--- config.mk ---
export PLATFORM = sky130hd
export DESIGN_NAME = hyperbus_trans_arbiter_flat
export DESIGN_NICKNAME = d
export VERILOG_FILES = /design/src/rtl/hyperbus_trans_arbiter_if.sv /design/src/rtl/hyperbus_trans_arbiter.sv /design/src/flat_wrapper.sv
export SDC_FILE = /design/constraint.sdc
export NUM_CORES = 1
export LEC_CHECK = 0
export ABC_AREA = 1
export CORE_UTILIZATION = 25
export CTS_CLUSTER_DIAMETER = 120
export DETAILED_ROUTE_END_ITERATION = 8
export PLACE_DENSITY = 0.87
export SLEW_MARGIN = 10
export SYNTH_ARGS = -nofsm -noshare
export SYNTH_HDL_FRONTEND = slang
export SYNTH_SLANG_ARGS = --single-unit
--- constraint.sdc ---
create_clock -name clk_i -period 1.45 [get_ports clk_i]
set_input_delay 0.2175 -clock clk_i [delete_from_list [all_inputs] [get_ports clk_i]]
set_output_delay 0.2175 -clock clk_i [all_outputs]
set_load 0.03 [all_outputs]
--- src/rtl/hyperbus_trans_arbiter_if.sv ---
// hyperbus_trans_arbiter_if: requester trans channels, PHY trans channel, completion monitors and owner status
interface hyperbus_trans_arbiter_if #(
  parameter int NR_REQ      = 2,
  parameter int NR_CS       = 2,
  parameter int BURST_WIDTH = 12
);
  localparam int IDX_W = $clog2(NR_REQ);
  logic [NR_REQ-1:0]             req_valid;
  logic [NR_REQ-1:0]             req_ready;
  logic [NR_REQ*32-1:0]          req_address;
  logic [NR_REQ*NR_CS-1:0]       req_cs;
  logic [NR_REQ-1:0]             req_write;
  logic [NR_REQ*BURST_WIDTH-1:0] req_burst;
  logic [NR_REQ-1:0]             req_burst_type;
  logic [NR_REQ-1:0]             req_address_space;
  logic                          trans_valid;
  logic                          trans_ready;
  logic [31:0]                   trans_address;
  logic [NR_CS-1:0]              trans_cs;
  logic                          trans_write;
  logic [BURST_WIDTH-1:0]        trans_burst;
  logic                          trans_burst_type;
  logic                          trans_address_space;
  logic                          rx_valid;
  logic                          rx_ready;
  logic                          rx_last;
  logic                          b_valid;
  logic [IDX_W-1:0]              owner;
  logic                          owner_valid;
  logic                          timeout;
  modport master (
    output req_valid, req_address, req_cs, req_write, req_burst, req_burst_type, req_address_space,
    output trans_ready, rx_valid, rx_ready, rx_last, b_valid,
    input  req_ready, trans_valid, trans_address, trans_cs, trans_write, trans_burst,
    input  trans_burst_type, trans_address_space, owner, owner_valid, timeout
  );
  modport slave (
    input  req_valid, req_address, req_cs, req_write, req_burst, req_burst_type, req_address_space,
    input  trans_ready, rx_valid, rx_ready, rx_last, b_valid,
    output req_ready, trans_valid, trans_address, trans_cs, trans_write, trans_burst,
    output trans_burst_type, trans_address_space, owner, owner_valid, timeout
  );
endinterface

--- src/rtl/hyperbus_trans_arbiter.sv ---
// hyperbus_trans_arbiter: round-robin owner of the HyperBus trans channel, held until completion (watchdog: HYPERBUS_ARB_TIMEOUT_EN)
module hyperbus_trans_arbiter #(
  parameter int NR_REQ      = 2,
  parameter int NR_CS       = 2,
  parameter int BURST_WIDTH = 12,
  parameter int TIMEOUT     = 4096
) (
  input logic clk_i,
  input logic rst_i,
  hyperbus_trans_arbiter_if.slave bus
);
  localparam int IDX_W = $clog2(NR_REQ);
  typedef enum logic [1:0] {IDLE, ISSUE, BUSY} state_t;
  state_t           state;
  logic [IDX_W-1:0] rr_ptr, owner, grant, cand, owner_nxt;
  logic             write_q, trans_valid_q, owner_valid_q, iss, done;
  if (NR_REQ < 2 || TIMEOUT < 2) begin : g_cfg_check
    $error("hyperbus_trans_arbiter: NR_REQ and TIMEOUT must be >= 2");
  end
  // Scan downward so the candidate closest to rr_ptr is the one that sticks.
  always_comb begin
    grant = rr_ptr;
    cand  = rr_ptr;
    for (int k = NR_REQ - 1; k >= 0; k--) begin
      cand = IDX_W'((int'(rr_ptr) + k) % NR_REQ);
      if (bus.req_valid[cand]) grant = cand;
    end
  end
  assign owner_nxt = (owner == IDX_W'(NR_REQ - 1)) ? '0 : owner + IDX_W'(1);
  assign iss       = state == ISSUE;
  assign done      = write_q ? bus.b_valid : (bus.rx_valid & bus.rx_ready & bus.rx_last);
  assign bus.req_ready   = (iss && bus.trans_ready) ? (NR_REQ'(1) << owner) : '0;
  assign bus.trans_valid = trans_valid_q;
  assign bus.owner       = owner;
  assign bus.owner_valid = owner_valid_q;
  always_comb begin
    bus.trans_address       = '0;
    bus.trans_cs            = '0;
    bus.trans_write         = 1'b0;
    bus.trans_burst         = '0;
    bus.trans_burst_type    = 1'b0;
    bus.trans_address_space = 1'b0;
    for (int k = 0; k < NR_REQ; k++) begin
      if (iss && owner == IDX_W'(k)) begin
        bus.trans_address       = bus.req_address[k*32 +: 32];
        bus.trans_cs            = bus.req_cs[k*NR_CS +: NR_CS];
        bus.trans_write         = bus.req_write[k];
        bus.trans_burst         = bus.req_burst[k*BURST_WIDTH +: BURST_WIDTH];
        bus.trans_burst_type    = bus.req_burst_type[k];
        bus.trans_address_space = bus.req_address_space[k];
      end
    end
  end
`ifdef HYPERBUS_ARB_TIMEOUT_EN
  localparam int WD_W = $clog2(TIMEOUT);
  logic [WD_W-1:0] wdog;
  logic            timeout_q, expired;
  assign expired     = wdog == WD_W'(TIMEOUT - 1);
  assign bus.timeout = timeout_q;
`else
  assign bus.timeout = 1'b0;
`endif
  always_ff @(posedge clk_i) begin
    if (rst_i) begin
      state         <= IDLE;
      rr_ptr        <= '0;
      owner         <= '0;
      write_q       <= 1'b0;
      trans_valid_q <= 1'b0;
      owner_valid_q <= 1'b0;
`ifdef HYPERBUS_ARB_TIMEOUT_EN
      wdog          <= '0;
      timeout_q     <= 1'b0;
`endif
    end else begin
`ifdef HYPERBUS_ARB_TIMEOUT_EN
      timeout_q <= 1'b0;
`endif
      case (state)
        IDLE: if (|bus.req_valid) begin
          owner         <= grant;
          write_q       <= bus.req_write[grant];
          trans_valid_q <= 1'b1;
          owner_valid_q <= 1'b1;
          state         <= ISSUE;
        end
        ISSUE: if (bus.trans_ready) begin
          rr_ptr        <= owner_nxt;
          trans_valid_q <= 1'b0;
          state         <= BUSY;
`ifdef HYPERBUS_ARB_TIMEOUT_EN
          wdog          <= '0;
`endif
        end
        BUSY: if (done) begin
          owner_valid_q <= 1'b0;
          state         <= IDLE;
        end
`ifdef HYPERBUS_ARB_TIMEOUT_EN
        else if (expired) begin
          owner_valid_q <= 1'b0;
          timeout_q     <= 1'b1;
          state         <= IDLE;
        end else begin
          wdog <= wdog + WD_W'(1);
        end
`endif
        default: state <= IDLE;
      endcase
    end
  end
  // A requester must keep its valid asserted for as long as it owns the ISSUE phase.
  a_valid_held: assert property (@(posedge clk_i) disable iff (rst_i) (state == ISSUE) |-> bus.req_valid[owner]);
endmodule

--- src/flat_wrapper.sv ---
// flat-port wrapper written by rule: the top's interface ports become plain ports
module hyperbus_trans_arbiter_flat 
#(
  parameter int NR_REQ      = 2,
  parameter int NR_CS       = 2,
  parameter int BURST_WIDTH = 12,
  parameter int TIMEOUT     = 4096
)
  (clk_i, rst_i, bus_req_valid, bus_req_address, bus_req_cs, bus_req_write, bus_req_burst, bus_req_burst_type, bus_req_address_space, bus_trans_ready, bus_rx_valid, bus_rx_ready, bus_rx_last, bus_b_valid, bus_req_ready, bus_trans_valid, bus_trans_address, bus_trans_cs, bus_trans_write, bus_trans_burst, bus_trans_burst_type, bus_trans_address_space, bus_owner, bus_owner_valid, bus_timeout);
  hyperbus_trans_arbiter_if #(.NR_REQ(NR_REQ), .NR_CS(NR_CS), .BURST_WIDTH(BURST_WIDTH)) bus_i ();
  input logic clk_i;
  input logic rst_i;
  input wire logic [$bits(bus_i.req_valid)-1:0] bus_req_valid;
  input wire logic [$bits(bus_i.req_address)-1:0] bus_req_address;
  input wire logic [$bits(bus_i.req_cs)-1:0] bus_req_cs;
  input wire logic [$bits(bus_i.req_write)-1:0] bus_req_write;
  input wire logic [$bits(bus_i.req_burst)-1:0] bus_req_burst;
  input wire logic [$bits(bus_i.req_burst_type)-1:0] bus_req_burst_type;
  input wire logic [$bits(bus_i.req_address_space)-1:0] bus_req_address_space;
  input wire logic [$bits(bus_i.trans_ready)-1:0] bus_trans_ready;
  input wire logic [$bits(bus_i.rx_valid)-1:0] bus_rx_valid;
  input wire logic [$bits(bus_i.rx_ready)-1:0] bus_rx_ready;
  input wire logic [$bits(bus_i.rx_last)-1:0] bus_rx_last;
  input wire logic [$bits(bus_i.b_valid)-1:0] bus_b_valid;
  output wire logic [$bits(bus_i.req_ready)-1:0] bus_req_ready;
  output wire logic [$bits(bus_i.trans_valid)-1:0] bus_trans_valid;
  output wire logic [$bits(bus_i.trans_address)-1:0] bus_trans_address;
  output wire logic [$bits(bus_i.trans_cs)-1:0] bus_trans_cs;
  output wire logic [$bits(bus_i.trans_write)-1:0] bus_trans_write;
  output wire logic [$bits(bus_i.trans_burst)-1:0] bus_trans_burst;
  output wire logic [$bits(bus_i.trans_burst_type)-1:0] bus_trans_burst_type;
  output wire logic [$bits(bus_i.trans_address_space)-1:0] bus_trans_address_space;
  output wire logic [$bits(bus_i.owner)-1:0] bus_owner;
  output wire logic [$bits(bus_i.owner_valid)-1:0] bus_owner_valid;
  output wire logic [$bits(bus_i.timeout)-1:0] bus_timeout;
  assign bus_i.req_valid = bus_req_valid;
  assign bus_i.req_address = bus_req_address;
  assign bus_i.req_cs = bus_req_cs;
  assign bus_i.req_write = bus_req_write;
  assign bus_i.req_burst = bus_req_burst;
  assign bus_i.req_burst_type = bus_req_burst_type;
  assign bus_i.req_address_space = bus_req_address_space;
  assign bus_i.trans_ready = bus_trans_ready;
  assign bus_i.rx_valid = bus_rx_valid;
  assign bus_i.rx_ready = bus_rx_ready;
  assign bus_i.rx_last = bus_rx_last;
  assign bus_i.b_valid = bus_b_valid;
  assign bus_req_ready = bus_i.req_ready;
  assign bus_trans_valid = bus_i.trans_valid;
  assign bus_trans_address = bus_i.trans_address;
  assign bus_trans_cs = bus_i.trans_cs;
  assign bus_trans_write = bus_i.trans_write;
  assign bus_trans_burst = bus_i.trans_burst;
  assign bus_trans_burst_type = bus_i.trans_burst_type;
  assign bus_trans_address_space = bus_i.trans_address_space;
  assign bus_owner = bus_i.owner;
  assign bus_owner_valid = bus_i.owner_valid;
  assign bus_timeout = bus_i.timeout;
  hyperbus_trans_arbiter #(.NR_REQ(NR_REQ), .NR_CS(NR_CS), .BURST_WIDTH(BURST_WIDTH), .TIMEOUT(TIMEOUT)) u_core (.clk_i(clk_i), .rst_i(rst_i), .bus(bus_i));
endmodule
==> impl.org, run 1 <==
** Drt
- For this run, the detailed router's first-pass iteration total came to 4.
- Violation count after the first detailed-route iteration :: 125
- Summing over every cut layer, the via total after detailed routing is 2262.
- Dividing the detail-routed wire length by the instance count gives 15.3 um.
- Final WL :: 6700 um
- Drt drc :: 0
- Vias per cell :: 5.15
- The count of nets left with antenna violations once routing finished came out at 0.

** Die
- In this run the count of I/O pins placed on the die edge is between 150 and 200.
- Vertical die dimension :: between 60 and 70 um
- In this run the horizontal extent of the chip is 70.0 um.
- The floorplan step defined a core boundary enclosing roughly 4400 um2.
- In this run the core area contains 24 standard-cell rows.
- Area of the die :: 4900 um2
- Initial standard-cell utilization of the core :: 26.3%

** Setup path
- The setup check on the worst reg-to-reg path leaves a slack of ~230 ps.
- The worst setup path is launched from a flop.
- Data on the critical path arrives at its endpoint at 1380 ps.
- The worst setup path is of the flop to output port kind.
- Kind of end point of the critical path :: output port
- The worst register-to-register path begins at u_core.state[1]$_SDFFE_PP0P_.
- For the worst flop-to-flop path, the logic depth is 7.
- The worst register-to-register path ends at u_core.rr_ptr$_SDFFE_PP0P_.
- At the worst endpoint, the required time is ~1200 ps.
- Largest fanout of any net on the critical path :: 11
- The critical path starts at u_core.state[1]$_SDFFE_PP0P_.

** Placement
- During placement, the flow inserted port buffers numbering 160.
- Setup slack after placement :: -12.4 ps
- The congestion estimate from routability-driven global placement came to 0.860.
- The placed instances occupy a cell area of approximately 2700 um2.
- Detailed placement finished with a half-perimeter wire length of a little under 4000 um.

** Synth
- In this run the mean area of a mapped cell was 5.23 um2.
- In this run, synthesis inferred 0 flip-flops with an integrated enable.
- Summing every instance area after synthesis gives about 1200 um2.
- Post-synthesis sequential element count :: 7
- Count of yosys warnings during synthesis :: 0
- Counting distinct cell types in the post-synthesis netlist gives 21.
- Post-synthesis async set-or-reset flop share :: 0%
- Post-synth net total :: ~330
- Count of mapped cells out of synthesis :: around 220
- After synthesis, flip-flops and latches occupy about an eighth of the total area.
- Primary flip-flop cell chosen by synthesis mapping :: dfxtp_1

** Outcome
- The final reports fail on setup timing.
- Result of the run :: finished with violations

** STA
- Time the worst path needs with I/O delays and setup :: 1600 ps
- In the post-route analysis, the smallest setup slack over all paths is -151 ps.
- RSZ-0062 raised after global routing :: yes
- The number of max-slew violations in the final report is 0.
- For this run, the top clock speed supported by timing is 625 MHz.
- Across the routed clock network, the largest skew measured is 10.8 ps.
- Final clock period utilization by the worst path :: 110%
- The hold violation count in the final report was 0.
- Setup violations remaining at the end of the flow were counted as 51.

** Flow run
- Max-cap violation count :: 0

** GRT
- For met2 alone, demand over resource in global routing was roughly 45%.
- met2 is the most crowded layer.
- Antenna violations before repair :: 0
- The first global-routing pass estimated 9620 um of wire.
- Met3 demand-to-capacity share in global routing :: 4.33%
- Number of global-route vias before repair :: 2179
- Met1 Usage GRT :: 25.7%
- All-Layer GR Usage :: between 20% and 30%
- After global routing the overflow that remains totals 0.
- Entering global routing, the biggest net connects 28 pins.

** Min path
- Number of cells traversed by the worst hold path :: 2
- In this run the most critical hold path is launched from u_core.bus.owner_valid$_SDFFE_PP0P_.
- The path with the worst hold slack has its endpoint at u_core.bus.owner_valid$_SDFFE_PP0P_.
- Type of the worst min-delay path :: flop to flop

** Finish
- Layout Utilization :: between 70% and 80%
- At the end of the flow, the number of nets in the layout was 495.
- The repair_antennas step left the layout with diodes totalling 0.
- Compared with the post-synthesis result, the final layout area differs by 192%.
- Summing all multi-input logic gate instances after layout gives 1030 um2.
- The sequential cells in the finished layout cover a total of about 140 um2.
- Total of fill cells in the finished design :: between 300 and 400
- Ratio of cells with drive above 1 in the final layout :: between 30% and 40%
- Summing all non-filler instances in the final layout gives an area of 3370 um2.

** Pwr
- The analysis attributes to cell leakage a power of 1.55 nW.
- After layout, the design draws a total of around 2.2 mW.
- Largest vdd supply drop :: approximately 0.8 mV
- Total power per unit cell area :: 663 nW/um2

** Clocking
- CTS clk-pin slew, worst paths :: 50 ps
- H-tree depth :: 1
- Clk_lat worst skew :: about 240 ps
- TritonCTS clock tree :: built
- Inserted Clock Buffers :: 3
- The clock net in this run drives a total of 7 sinks.
- Clock tree synthesis selected as its root buffer the cell clkbuf_8.
- Counting along the longest clock path gives a buffer depth of 2.
==> cell usage after synthesis (2+ instances only) <==
library cell | instances | area, um2
a21oi_1 | 5 | 25.0
buf_2 | 12 | 60.1
buf_4 | 2 | 15.0
nand2_1 | 63 | 236
nand3_1 | 98 | 490
clkbuf_1 | 4 | 15.0
dfxtp_1 | 7 | 140
inv_2 | 2 | 7.51
nor2_1 | 7 | 26.3
inv_1 | 8 | 30.0
buf_6 | 2 | 22.5
buf_1 | 2 | 7.51
==> worst max-delay path by stage <==
stage,end,slack [ps],cells after the start
2_1_floorplan,bus_trans_address[17],20,5
3_3_place_gp,bus_trans_address[11],50,6
3_5_place_dp,u_core.write_q$_SDFFE_PP0P_,-10,6
4_1_cts,bus_trans_address[28],-140,7
5_1_grt,bus_trans_cs[0],-190,6
6_report,bus_trans_address[0],-150,6
==> worst max-delay path, stage by stage (launching register included) <==
cell and delay [ps]:
dfxtp_2 350, nor2_8 150, clkbuf_16 170, clkbuf_16 150
nand3_1 70, nand2_1 110, buf_6 140
==> state kept, by name, summed over array words and instances, names as in the netlist <==
name	cells
u_core.bus.trans_valid	1
u_core.state	2
u_core.bus.owner_valid	1
u_core.bus.owner	1
u_core.rr_ptr	1
u_core.write_q	1
==> per-layer routing <==
metal,vias up,wire [um]
met4,0,179
met2,132,3570
li1,1080,-
met1,1032,2390
met5,-,0
met3,18,554
==> cells in the final DEF, fill, tap and decap left out, drive strengths merged <==
cell and instances:
a211oi 2, dfxtp 7, clkdlybuf4s50 106, o211ai 1
buf 71, dlygate4sd2 2, conb 1, clkbuf 9
o22ai 1, o21ai 1, inv 10, nand2 64
nor2 8, nor3 1, a21oi 5, nand3 98
==> cell families (layout without fill, tap and decap cells) <==
group,count (synthesis),count (layout),synth area share [%]
simple gates,171,171,68.4
compound gates,10,10,5.53
flops,7,7,12.1
buf+inv,32,198,13.7
other cells,1,1,0.325
==> power by group <==
part	total, mW	switching (mW)	internal, mW
Clock	0.296	0.104	0.192
Sequential	0.237	0.0209	0.216
Combinational	1.70	0.851	0.848
Total	2.23	0.976	1.26
==> stage by stage <==
step                hold WS [ps]  setup TNS [ps]  std cells
floorplan                    287               0        221
global placement             460               0        421
detailed placement           458           -12.4        421
CTS                          468           -5660        432
global route                 492           -7230        439
finish                       469           -4850        439
==> layout make-up <==
| type | count | area share (%) |
|---|---|---|
| flip-flops and latches | 7 | 4.27 |
| repair buffers | 184 | 60.6 |
| inverters | 10 | 1.26 |
| multi-input cells | 182 | 30.6 |
| well taps | 52 | 1.93 |
| clock buffers | 4 | 1.34 |
==> timing repair <==
action                     CTS  global route
pin swaps                    3            22
setup endpoints to repair   53            51
gates resized for setup     52            43
setup buffers                5             2
hold buffers                 0             0
cloned                       2             5
(Power assumes the default switching activity.)
==> run 2, diff against run 1 <==
Settings changed: CTS_BUF_LIST set to sky130_fd_sc_hd__clkbuf_8, SKIP_LAST_GASP set to 1.
==> run 2 against run 1 <==
  * The run still ends with setup timing left
  * Count of clock-buffer cells in the layout decreased by 1
  * Routed wire length decreased by 3.2%
  * Via count decreased by 0.62%
  * Die area unchanged
  * Power decreased by 1.8%
  * Hold slack about the same
  * Global-route usage decreased by 0.60 points
  * Non-clock buffer count unchanged
  * Sequential power about the same
  * Setup slack improved by 11 ps
==> impl.org, run 2 (synthesized netlist as in run 1, its figures left out) <==
** Pwr
- Relative contribution of the clock network to total power :: 12.7%
- Cell internal power was estimated by the tool at 1.24 mW.
- Total power consumption of the routed design :: about 2.2 mW
- In this run the power density over the cells is 661 nW/um2.
- In this run the static leakage power is around 1.6 nW.
- Reported net switching power :: 0.950 mW
- Largest vdd supply drop :: between 0.7 and 0.8 mV
- In this run, the combinational gates consume 76.5% of the power.
- Fraction of power consumed by sequential logic :: a little over a tenth
- Sw Ratio :: 43.4%

** Clocking
- Clk_lat worst skew :: around 230 ps
- The clock net in this run drives a total of 7 sinks.
- The clock passes through at most 2 buffers.
- Clock-pin slew was measured on the worst setup and hold paths at 40 ps.
- The tree is rooted in a clkbuf_8.
- CTS built an H-tree with a depth of 1.
- TritonCTS built the clock tree.
- Inserted Clock Buffers :: 3

** GRT
- After global routing the overflow that remains totals 0.
- Global routing used a little under a quarter of the available tracks.
- Antenna violations before repair :: 0
- The first global-routing pass estimated 9380 um of wire.
- Entering global routing, the biggest net connects 28 pins.
- Number of global-route vias before repair :: 2151

** Setup path
- The critical path crosses 7 cells after its start point.
- Category of the most critical setup path :: flop to output port
- The largest single stage delay on the critical path is between 300 and 400 ps.
- Top cell by count, worst path :: clkbuf_16
- The kind of cell with the highest combined delay along the critical path is buffers and inverters.
- Total buffers and inverters traversed by the critical path :: 4
- STA classifies the critical path endpoint as an output port.
- Startpoint kind of the worst setup timing path :: flop
- Reg2Reg Depth :: 8
- Data arrives at the worst endpoint at 1370 ps.
- The signal on the critical path passes through inv_4, nor2_8, clkbuf_16, clkbuf_16, nand3_1, nand2_1, buf_6.
- Largest fanout of any net on the critical path :: 11
- Required @ worst endpoint :: 1230 ps
- Cell with the biggest individual delay on the critical path :: dfxtp_2

** Drt
- Dividing the detail-routed wire length by the instance count gives about 15 um.
- Count of nets left with antenna violations after detail routing :: 0
- Using the TritonRoute via totals, the vias-per-cell ratio works out to 5.12.
- The first detailed-routing pass took 5 iterations.
- Drt drc :: 0
- Violation count after the first detailed-route iteration :: 108
- The routed layout has 2248 vias.
- Summed over all layers, the routed wires come to 6480 um.

** STA
- Once routing completed, OpenROAD measured the worst setup slack at -140 ps.
- Tightest hold margin :: 469 ps
- Static timing analysis puts the maximum clock frequency at ~630 MHz.
- Fin. max-slew vios :: 0
- Setup repair after global routing could not meet its margin everywhere.
- Time the worst path needs with I/O delays and setup :: 1590 ps
- Final hold violations :: 0
- Setup skew after layout :: between 3 and 4 ps
- Final clock period utilization by the worst path :: 110%
- Finish-stage setup viols :: 51

** Die
- From left edge to right edge, the die measures 70.0 um.
- Measured along the y axis, the die boundary spans around 70 um.
- The floorplan step defined a die boundary enclosing 4900 um2.
- Top-level I/O count :: 162
- Once the floorplan was initialized, standard cells occupied 26.3% of the core.
- Core region area :: 4380 um2
- The floorplan has 24 rows.

** Min path
- Number of cells traversed by the worst hold path :: 2
- Type of the worst min-delay path :: flop to flop

** Finish
- Counting the fill cells in the layout gives 334.
- Area growth from synthesis to layout :: 187%
- Fin nets :: 495
- Commonest non-fill, non-tap cell in the layout :: clkdlybuf4s50_1
- Max FFs per register :: 2
- Area of combinational cells with multiple inputs :: 983 um2
- Layout Utilization :: 75.6%
- In the final layout, the share of cells above drive strength 1 is 30.5%.
- Fin area :: around 3300 um2
- Register with the highest flop count :: u_core.state
- Antenna diode count :: 0
- Register Area :: roughly 140 um2
- Most frequent cells in the layout :: clkdlybuf4s50_1 (106), nand3_1 (87), nand2_1 (47), buf_6 (47)

** Flow run
- Max-cap violation count :: 0

** Outcome
- The run finished, with violations left.
- The final reports fail on setup timing.

** Placement
- The HPWL after detailed placement is 3960 um.
- Timing analysis after detailed placement gives a worst setup slack of -12.4 ps.
- Post-placement cell area :: 2730 um2
- Last weighted congestion value of the routability-driven placer :: approximately 0.86
- PortBufs :: 160
-- run 2: cell types whose count changed in the layout (fill, tap and decap cells not counted) --
cell / delta
nand2_2: -4
nand3_2: -5
inv_1: +1
nand3_1: +6
nand2_1: +4
clkbuf_1: -1
buf_4: +1
buf_6: -1
nand3_4: -1
-- run 2: worst paths after layout --
check / startpoint / end / slack [ps]
worst max-delay path: u_core.state[0]$_SDFFE_PP0P_ / bus_trans_address[5] / -140
worst max register to register: u_core.state[0]$_SDFFE_PP0P_ / u_core.rr_ptr$_SDFFE_PP0P_ / 230
worst min-delay path: u_core.bus.owner_valid$_SDFFE_PP0P_ / u_core.bus.owner_valid$_SDFFE_PP0P_ / 470
worst min register to register: u_core.bus.owner_valid$_SDFFE_PP0P_ / u_core.bus.owner_valid$_SDFFE_PP0P_ / 470
-- run 2: per-layer routing --
| metal | global-route usage [%] | share of wire, % | up-vias |
|---|---|---|---|
| met5 | 0 | 0 | - |
| met4 | 6.00 | 1.8 | 0 |
| met3 | 4.47 | 7.6 | 14 |
| met2 | 42.8 | 54 | 121 |
| met1 | 25.2 | 36 | 1031 |
| li1 | - | - | 1082 |
-- run 2: final cells by class --
type | instances | share of cell area, %
Clock buffer | 3 | 1.25
Tap cell | 52 | 1.96
Multi-Input combinational cell | 182 | 29.7
Timing Repair Buffer | 184 | 61.4
Inverter | 10 | 1.28
Sequential cell | 7 | 4.34
Clock inverter | 1 | 0.113
-- run 2: per-stage QoR --
| stage | TNS (ps) | cells |
|---|---|---|
| final | -4780 | 439 |
| after global routing | -7320 | 439 |
| after CTS | -5940 | 432 |
| after detailed placement | -12.4 | 421 |
| after global placement | 0 | 421 |
| after floorplan | 0 | 221 |
-- run 2: repair_timing --
action,in CTS,in global routing
buffers inserted,5,2
pin swaps,2,20
hold buffers,0,0
endpoints found under the setup margin,53,51
gates resized for setup,26,57
gates cloned,2,5
-- run 2: worst register-to-register path, cell delays in order (launching register included) --
cell and delay, ps:
dfxtp_2 340, inv_4 50, nor2_8 110, buf_12 150
buf_8 110, nand2_4 60, nor2_4 130, buf_4 120
a211oi_2 30
-- run 2: power by group through the flow --
stage / Sequential, mW / Clock (mW) / Combinational (mW)
floorplan: 0.252 / 0 / 0.678
global placement: 0.235 / 0 / 1.30
detailed placement: 0.236 / 0 / 1.32
CTS: 0.234 / 0.278 / 1.45
global route: 0.239 / 0.285 / 1.77
finish: 0.236 / 0.278 / 1.68
